File: src/rtl/imem_loader_if.sv
// rtl/imem_loader_if.sv - byte stream handshake bundle feeding the instruction loader
interface imem_loader_if;
    logic [7:0] rx_data;
    logic       rx_valid;
    logic       rx_ready;

    // Byte source side: drives data/valid, observes ready.
    modport master (
        output rx_data,
        output rx_valid,
        input  rx_ready
    );

    // Loader side: consumes data/valid, drives ready.
    modport slave (
        input  rx_data,
        input  rx_valid,
        output rx_ready
    );
endinterface

File: src/rtl/imem_loader.sv
// rtl/imem_loader.sv - boot-time instruction loader with XOR checksum and fetch port
module imem_loader #(
    parameter int ADDR_W = 5
) (
    input  logic              clock,
    input  logic              reset,
    imem_loader_if.slave      rx,
    input  logic              restart,
    input  logic [ADDR_W-1:0] fetch_addr,
    output logic [7:0]        fetch_instr,
    output logic              core_reset,
    output logic              load_done,
    output logic              load_error,
    output logic [ADDR_W:0]   prog_len
);

    localparam int DEPTH = 1 << ADDR_W;
    localparam int LEN_W = ADDR_W + 1;

    typedef enum logic [2:0] {
        IDLE,
        LOAD,
        CHECK,
        DONE,
        ERROR
    } state_t;

    state_t            state;
    state_t            state_nxt;
    logic [ADDR_W-1:0] idx;
    logic [ADDR_W-1:0] idx_nxt;
    logic [7:0]        csum;
    logic [7:0]        csum_nxt;
    logic [LEN_W-1:0]  prog_len_nxt;
    logic              core_reset_nxt;
    logic              load_done_nxt;
    logic              load_error_nxt;
    logic              mem_we;
    logic              fire;
    logic              len_ok;
    logic              last_instr;

    logic [7:0] mem [DEPTH];

    // Ready is decoded from state only, so a source may hold valid without a combinational loop.
    assign rx.rx_ready = !reset && ((state == IDLE) || (state == LOAD) || (state == CHECK));
    assign fire        = rx.rx_valid && rx.rx_ready;

    // Length byte must lie in 1..DEPTH; compared at 9 bits so DEPTH = 256 still works.
    assign len_ok      = (rx.rx_data != 8'h00) && ({1'b0, rx.rx_data} <= 9'(DEPTH));

    // Index of the final instruction byte, i.e. the one after which the checksum follows.
    assign last_instr  = ({1'b0, idx} == (prog_len - LEN_W'(1)));

    // State and status register update.
    always_ff @(posedge clock or posedge reset) begin
        if (reset) begin
            state      <= IDLE;
            idx        <= '0;
            csum       <= '0;
            prog_len   <= '0;
            core_reset <= 1'b1;
            load_done  <= 1'b0;
            load_error <= 1'b0;
        end else begin
            state      <= state_nxt;
            idx        <= idx_nxt;
            csum       <= csum_nxt;
            prog_len   <= prog_len_nxt;
            core_reset <= core_reset_nxt;
            load_done  <= load_done_nxt;
            load_error <= load_error_nxt;
        end
    end

    // Next-state, checksum accumulation and memory write enable; restart overrides everything.
    always_comb begin
        state_nxt      = state;
        idx_nxt        = idx;
        csum_nxt       = csum;
        prog_len_nxt   = prog_len;
        core_reset_nxt = core_reset;
        load_done_nxt  = load_done;
        load_error_nxt = load_error;
        mem_we         = 1'b0;

        if (restart) begin
            // Any byte handshaken in this cycle is swallowed without a write.
            state_nxt      = IDLE;
            idx_nxt        = '0;
            csum_nxt       = '0;
            prog_len_nxt   = '0;
            core_reset_nxt = 1'b1;
            load_done_nxt  = 1'b0;
            load_error_nxt = 1'b0;
        end else if (fire) begin
            case (state)
                IDLE: begin
                    if (len_ok) begin
                        prog_len_nxt = LEN_W'(rx.rx_data);
                        idx_nxt      = '0;
                        csum_nxt     = rx.rx_data;
                        state_nxt    = LOAD;
                    end else begin
                        state_nxt      = ERROR;
                        load_error_nxt = 1'b1;
                        core_reset_nxt = 1'b1;
                    end
                end
                LOAD: begin
                    mem_we   = 1'b1;
                    csum_nxt = csum ^ rx.rx_data;
                    idx_nxt  = idx + ADDR_W'(1);
                    if (last_instr) begin
                        state_nxt = CHECK;
                    end
                end
                CHECK: begin
                    if (rx.rx_data == csum) begin
                        state_nxt      = DONE;
                        core_reset_nxt = 1'b0;
                        load_done_nxt  = 1'b1;
                    end else begin
                        state_nxt      = ERROR;
                        core_reset_nxt = 1'b1;
                        load_error_nxt = 1'b1;
                    end
                end
                default: begin
                    state_nxt = state;
                end
            endcase
        end
    end

    // Instruction memory: cleared only by reset, survives restart.
    always_ff @(posedge clock or posedge reset) begin
        if (reset) begin
            for (int i = 0; i < DEPTH; i++) begin
                mem[i] <= 8'h00;
            end
        end else if (mem_we) begin
            mem[idx] <= rx.rx_data;
        end
    end

    // Fetch port: addresses beyond the loaded program read as zero.
    always_comb begin
        fetch_instr = 8'h00;
        if ({1'b0, fetch_addr} < prog_len) begin
            fetch_instr = mem[fetch_addr];
        end
    end

endmodule

File: src/flat_wrapper.sv
// flat-port wrapper written by rule: the top's interface ports become plain ports
module imem_loader_flat 
#(
    parameter int ADDR_W = 5
)
  (clock, reset, restart, fetch_addr, fetch_instr, core_reset, load_done, load_error, prog_len, rx_rx_data, rx_rx_valid, rx_rx_ready);
  imem_loader_if rx_i ();
  input  logic clock;
  input  logic reset;
  input  logic restart;
  input  logic [ADDR_W-1:0] fetch_addr;
  output logic [7:0] fetch_instr;
  output logic core_reset;
  output logic load_done;
  output logic load_error;
  output logic [ADDR_W:0] prog_len;
  input wire logic [$bits(rx_i.rx_data)-1:0] rx_rx_data;
  input wire logic [$bits(rx_i.rx_valid)-1:0] rx_rx_valid;
  output wire logic [$bits(rx_i.rx_ready)-1:0] rx_rx_ready;
  assign rx_i.rx_data = rx_rx_data;
  assign rx_i.rx_valid = rx_rx_valid;
  assign rx_rx_ready = rx_i.rx_ready;
  imem_loader #(.ADDR_W(ADDR_W)) u_core (.clock(clock), .reset(reset), .rx(rx_i), .restart(restart), .fetch_addr(fetch_addr), .fetch_instr(fetch_instr), .core_reset(core_reset), .load_done(load_done), .load_error(load_error), .prog_len(prog_len));
endmodule
File: config.mk
export PLATFORM = sky130hd
export DESIGN_NAME = imem_loader_flat
export DESIGN_NICKNAME = d
export VERILOG_FILES = /design/src/rtl/imem_loader_if.sv /design/src/rtl/imem_loader.sv /design/src/flat_wrapper.sv
export SDC_FILE = /design/constraint.sdc
export NUM_CORES = 1
export LEC_CHECK = 0
export ABC_AREA = 1
export BUFFER_PORTS_ARGS = -buffer_cell sky130_fd_sc_hd__buf_4
export CORE_MARGIN = 2
export CORE_UTILIZATION = 45
export DETAILED_ROUTE_END_ITERATION = 16
export PLACE_DENSITY = 0.6
export SYNTH_ARGS = -nofsm -noshare
export SYNTH_HDL_FRONTEND = slang
export SYNTH_SLANG_ARGS = --single-unit
File: constraint.sdc
create_clock -name clock -period 16.53 [get_ports clock]
set_input_delay 3.306 -clock clock [delete_from_list [all_inputs] [get_ports clock]]
set_output_delay 3.306 -clock clock [all_outputs]
set_load 0.1 [all_outputs]
After elaboration in Yosys (flattened, before gate mapping)
Cells that the tools add are included.
Widths: inputs -> output; s select.
Storage, ports and cells
  bits in registers: 281
  input port bits: 17
  output and inout bits: 18
  logic and storage cells: 121
Cells by class
  add/sub/neg operators: 2
  order comparisons: 5
  equality and inequality tests: 8
  mux-type cells: 41
  bitwise gates (word level): 3
  reductions and logical operators: 23
Operator list (count)
  $bwmux 256: 1
  $mux 8: 7
  $bmux 8 s5: 1
  $demux 8 s5: 1
  $mux 6: 4
  $pmux 8 s2: 1
  $mux 3: 5
  $mux 5: 3
  $reduce_and 3->1: 5
  $mux 1: 14
  $ge 6x6->1 const B: 2
  $not 5->6: 2
  $pmux 5 s2: 1
  $reduce_bool 2->1: 5
  $pmux 3 s3: 1
  $eq 8x8->1: 1
  $le 8x6->1 const B: 1
  $reduce_bool 8->1: 1
  $xor 8x8->8: 1
  $eq 5x6->1: 1
  $lt 5x6->1: 1
  $lt 6x1->1 const B: 1
  $ne 3x2->1 const B: 2
  $ne 3x3->1 const B: 2
  other kinds (12): 18

Logic depth before layout (Yosys ltp)
  word-level depth: 7
  gate-level depth with buffers: 14
  mapped depth without buffers: 14

Worst setup path before layout
No wires, ideal clock.
  kind: input-to-reg
  start: in reset
  end: reg u_core.mem[56] in the netlist's numbering
  setup time: 134 ps
  arrival time: 11453 ps
  data required time: 16396 ps
  setup slack: 4943 ps
  stages on the path: 9
  path buffers: 1
  cells stage by stage: inv_1 -> nand3_2 -> nor2_8 -> nand2_4 -> inv_6 -> nand2_2 -> buf_2 -> nand2_1 -> o21ai_0
On the way
  word-level cells in the longest chain between the ends: 5
Ends and longest elaborated chain
  from (decl): line flat_wrapper.sv:9  | input logic reset;
  $logic_not 1->1 (no source line)
  $logic_and 1x1->1: line imem_loader.sv:46  | assign rx.rx_ready = !reset && ((state == IDLE) || (state == LOAD) || (state == CHECK));
  $logic_and 1x1->1: line imem_loader.sv:47  | assign fire = rx.rx_valid && rx.rx_ready;
  $mux 1: line imem_loader.sv:96  | end else if (fire) begin
  $mux 1: line imem_loader.sv:87  | if (restart) begin
  to (signal, indexed assignment): line imem_loader.sv:143  | mem[idx] <= rx.rx_data;
  to (decl): line imem_loader.sv:43  | logic [7:0] mem [DEPTH];
No other way between the ends.
A chain may end at the register's enable or synchronous reset.

Worst setup path after layout
  start: in fetch_addr[0]
  end: out fetch_instr[4]
On the way
  word-level cells in the longest chain between the ends: 5
  elaborated cells between the ends (all ways): 6
  classes of those cells: order compare: 1; mux: 4; bitwise: 1
Ends and longest elaborated chain
  from (decl): line flat_wrapper.sv:11  | input logic [ADDR_W-1:0] fetch_addr;
  $not 5->6 (implied by the code): line imem_loader.sv:151  | fetch_instr = mem[fetch_addr];
  $bmux 8 s5: line imem_loader.sv:151
  $mux 8 (implied by the code) (2 in series): line imem_loader.sv:151
  $mux 8 (*): line imem_loader.sv:150  | if ({1'b0, fetch_addr} < prog_len) begin
  to (decl): line flat_wrapper.sv:12  | output logic [7:0] fetch_instr;
Every way passes the cells marked *; elsewhere a longest branch is shown, timed or not. The select of a mux whose other input is x is not followed.

==> out/qor_table.md <==
| Result | Value | Unit |
|:---|:---|:---|
| DR DRC count | 0 | - |
| Setup violators final | 0 | - |
| Iteration-0 DRC Markers | 992 | - |
| Global-route congestion overflow total | 0 | - |
| Cell types with the highest counts after synthesis | nand2_1 (521), dfrtp_1 (280), o21ai_0 (273) | - |
| Net total in the final layout | 1737 | - |
| Synthesized flop and latch total | 281 | - |
| Number of slew-limit violations in the final report | 0 | - |
| Fraction of registers with async set or reset after synthesis | 100 | % |
| Synth top area cells | dfrtp_1 (51%), nand2_1 (14%), o21ai_0 (10%) | - |
| Post-CTS Hold Fix Bufs | 0 | - |
| Clock insertion delay at the later pin of the skew report | 0.56 | ns |
| Initial antenna violation count | 0 | - |
| Routed WL per cell | 18.9 | um |
| Leakage power summed over all cells | 7.04 | nW |
| Vias | 11600 | - |
| Sink count of the clock tree | 281 | - |
| Yosys warning count | 0 | - |
| Mapped cell area | 13700 | um2 |
| Library cell with the highest instance count after synthesis | nand2_1 | - |
| Category of cells accounting for the largest share of critical-path delay | buffers and inverters | - |
| Pwr Total | 1.53 | mW |
| Final Hold Vio Count | 0 | - |
| Max-cap violations | 0 | - |
| R2r worst-path depth | 8 | - |
| Proportion of layout cells with a drive suffix above 1 | 8.20 | % |
| Total global routing track utilization | 26.0 | % |
| Hold WC Path Type | reg2reg | - |
| Number of primary I/O pins | 35 | - |
| Final HPWL DP | 24.8 | mm |
| Die area | 31900 | um2 |
| Period utilization | 59.3 | % |
| Setup repair after global routing missed its margin | false | - |
| Max_slew headroom | 23.3 | % |
| Slew at the pin with the worst max-slew slack | 1.15 | ns |
| Number of synthesized flops with an enable pin | 0 | - |
| Number of distinct library cells after synthesis | 37 | - |
| End point of the worst hold path | u_core.core_reset$_DFFE_PP1P_ | - |
| Most used cell, CP | buf_4 | - |
| Cell taking the most area after synthesis | dfrtp_1 | - |
| Number of instances resized during post-cts repair | 0 | - |
| Final core utilization | 50.4 | % |
| CTS H-Tree Depth | 1 | - |
| Via-per-instance ratio | 5.46 | - |
| Achievable Freq | 102 | MHz |
| Area fraction of the dominant cell type after synthesis | 51.1 | % |
| Series of cell instances along the critical path | buf_4 -> inv_2 -> buf_4 -> a21boi_0 -> nor2_1 -> o221ai_1 -> nor2_1 -> buf_4 | - |
| Crit path required time | 13.22 | ns |
| Starting utilization of the core area | 46.0 | % |
| Clock root buffer master | clkbuf_16 | - |
| Critical R2R Launch | u_core.state[1]$_DFFE_PP0P_ | - |
| Number of buffers between clock root and the deepest sink | 3 | - |
| Cell with the biggest individual delay on the critical path | inv_2 | - |
| Clock Skews | 0.0106 | ns |
| Largest net degree at the start of global routing | 84 | - |
| Worst slack on hold paths | 0.466 | ns |
| Number of global-route vias before repair | 11000 | - |
| Routed wire length | 40.0 | mm |
| Endpoint arrival time on the critical path | 6.50 | ns |
| Std-Cell Rows | 63 | - |
| Gate Count Post-Synth | 1747 | - |
| Status | finished, final reports clean | - |
| Height of the die | 179 | um |
| X dimension of the die | 179 | um |
| Total core area | 29800 | um2 |
| Setup slack of the worst register-to-register path | 14.35 | ns |
| Start point of the worst hold path | u_core.core_reset$_DFFE_PP1P_ | - |
| First-pass detailed-route iteration total | 6 | - |
| Net count of the mapped netlist | 1773 | - |
| Cell Count Post-Placement | 2068 | - |
| Count of buffers from port buffering | 34 | - |
| Share of the yosys chip area belonging to registers | 51.3 | % |
| CP startpoint kind | primary input | - |
| Clock-pin slew on the worst setup and hold paths | 0.06 | ns |
| Non-Filler Instances | 2121 | - |
| Average size of a mapped cell | 7.85 | um2 |
| Number of antenna-violating nets in the routed design | 0 | - |
| Largest stage delay on the critical path | 0.75 | ns |
| Min-Delay Path Depth | 2 | - |
| Weighted congestion reported at the end of routability-driven placement | 0.815 | - |
| Top_reg_cell synth | dfrtp_1 | - |
| Combined buffer and inverter count along the critical path | 4 | - |
| Worst Setup End Kind | primary output | - |
| Area Overhead vs Synth | 9.52 | % |
| Clock tree from TritonCTS | yes | - |
| Category of the most critical setup path | in2out | - |
| Setup Total Neg Slack | 0 | ns |
| Post-route minimum period | 9.81 | ns |
| Inserted Clock Buffers | 31 | - |
| Largest fanout on the critical path | 54 | - |
| Antenna Diode Count | 0 | - |
| VDD IR max | 0.0892 | mV |
| Reg-to-Reg End | u_core.mem[43]$_DFFE_PP0P_ | - |
| Power density over the cells | 102 | nW/um2 |
| Wire length of the first global-routing pass | 63.7 | mm |
| Post-CTS Setup Repair Bufs | 0 | - |
-- placed cells by master (no fill, tap or decap), types with 2 or more instances in the layout --
cell type,count
clkbuf_8,8
ha_1,9
o21a_1,4
o211ai_1,7
nor3_1,5
nand4_1,5
clkbuf_16,31
buf_4,48
a21oi_1,86
nor2_4,10
nor3_2,2
o21ai_1,8
nand2_4,6
nand3_1,195
dfrtp_1,280
nand2_2,20
nor4_1,2
inv_2,3
xor2_1,2
clkinv_2,3
clkbuf_1,10
o21ai_0,273
nor2_1,88
inv_1,91
nand2_1,521
-- sequential cells by signal (all words and copies together), names as in the netlist --
| register | flops |
|---|---|
| u_core.core_reset | 1 |
| u_core.idx | 5 |
| u_core.load_error | 1 |
| u_core.state | 3 |
| u_core.prog_len | 6 |
| u_core.mem | 256 |
| u_core.csum | 8 |
| u_core.load_done | 1 |
-- report_power, final --
part / internal (mW) / leakage [nW] / switching, mW / total [mW]
registers: 0.701 / 3.69 / 0.00744 / 0.708
clock network: 0.393 / 0.473 / 0.276 / 0.669
logic: 0.0344 / 2.87 / 0.119 / 0.153
-- how the worst max path moves through the flow --
| stage | endpoint | start | cells after the start |
|---|---|---|---|
| finish | fetch_instr[4] | fetch_addr[0] | 8 |
| global route | fetch_instr[4] | fetch_addr[0] | 8 |
| CTS | fetch_instr[2] | fetch_addr[0] | 8 |
| detailed placement | fetch_instr[2] | fetch_addr[0] | 8 |
| global placement | fetch_instr[4] | fetch_addr[0] | 8 |
| floorplan | u_core.mem[56]$_DFFE_PP0P_ | reset | 9 |
-- layer usage --
metal  GRT usage (%)  wire, um  vias up
li1                -         -     5623
met2            38.8     17400      387
met3            5.29      2920       64
met5               0         0        -
met1            38.6     18800     5512
met4            6.23       937        0
-- area by class of cell --
cell class                      instances  area, um2
Fill cell                            2946      14800
Clock inverter                          4       47.5
Tap cell                              390        488
Timing Repair Buffer                   48        360
Inverter                              100        397
Sequential cell                       281       7030
Clock buffer                           49        923
Multi-Input combinational cell       1249       5770
-- cell families (layout without fill, tap and decap cells) --
logic type	count (synthesis)	count (layout)	synth area share [%]
AO/OA/AOI/OAI	380	380	14.1
XOR/XNOR	2	2	0.128
adder cells (fa/ha/maj)	9	9	0.821
buffers and inverters	217	201	6.63
flip-flops	281	281	51.3
AND/OR/NAND/NOR	858	858	27.0
-- stage by stage --
| stage | setup WS [ns] | cell area (um2) |
|---|---|---|
| 3_5_place_dp | 6.75 | 14100 |
| 4_1_cts | 6.75 | 15000 |
| 2_1_floorplan | 4.94 | 13700 |
| 6_report | 6.72 | 15000 |
| 3_3_place_gp | 6.77 | 14100 |
| 5_1_grt | 6.54 | 15000 |
-- worst reg2reg max path, cell delays in order (launching register included) --
cell and delay [ns]:
dfrtp_1 0.41, nor2_2 0.17, nand2_2 0.13, nor2_4 0.20, inv_2 0.12, nor2_8 0.17, nand2_4 0.12, nor3_4 0.51
o21ai_0 0.18
(Power assumes the default switching activity.)
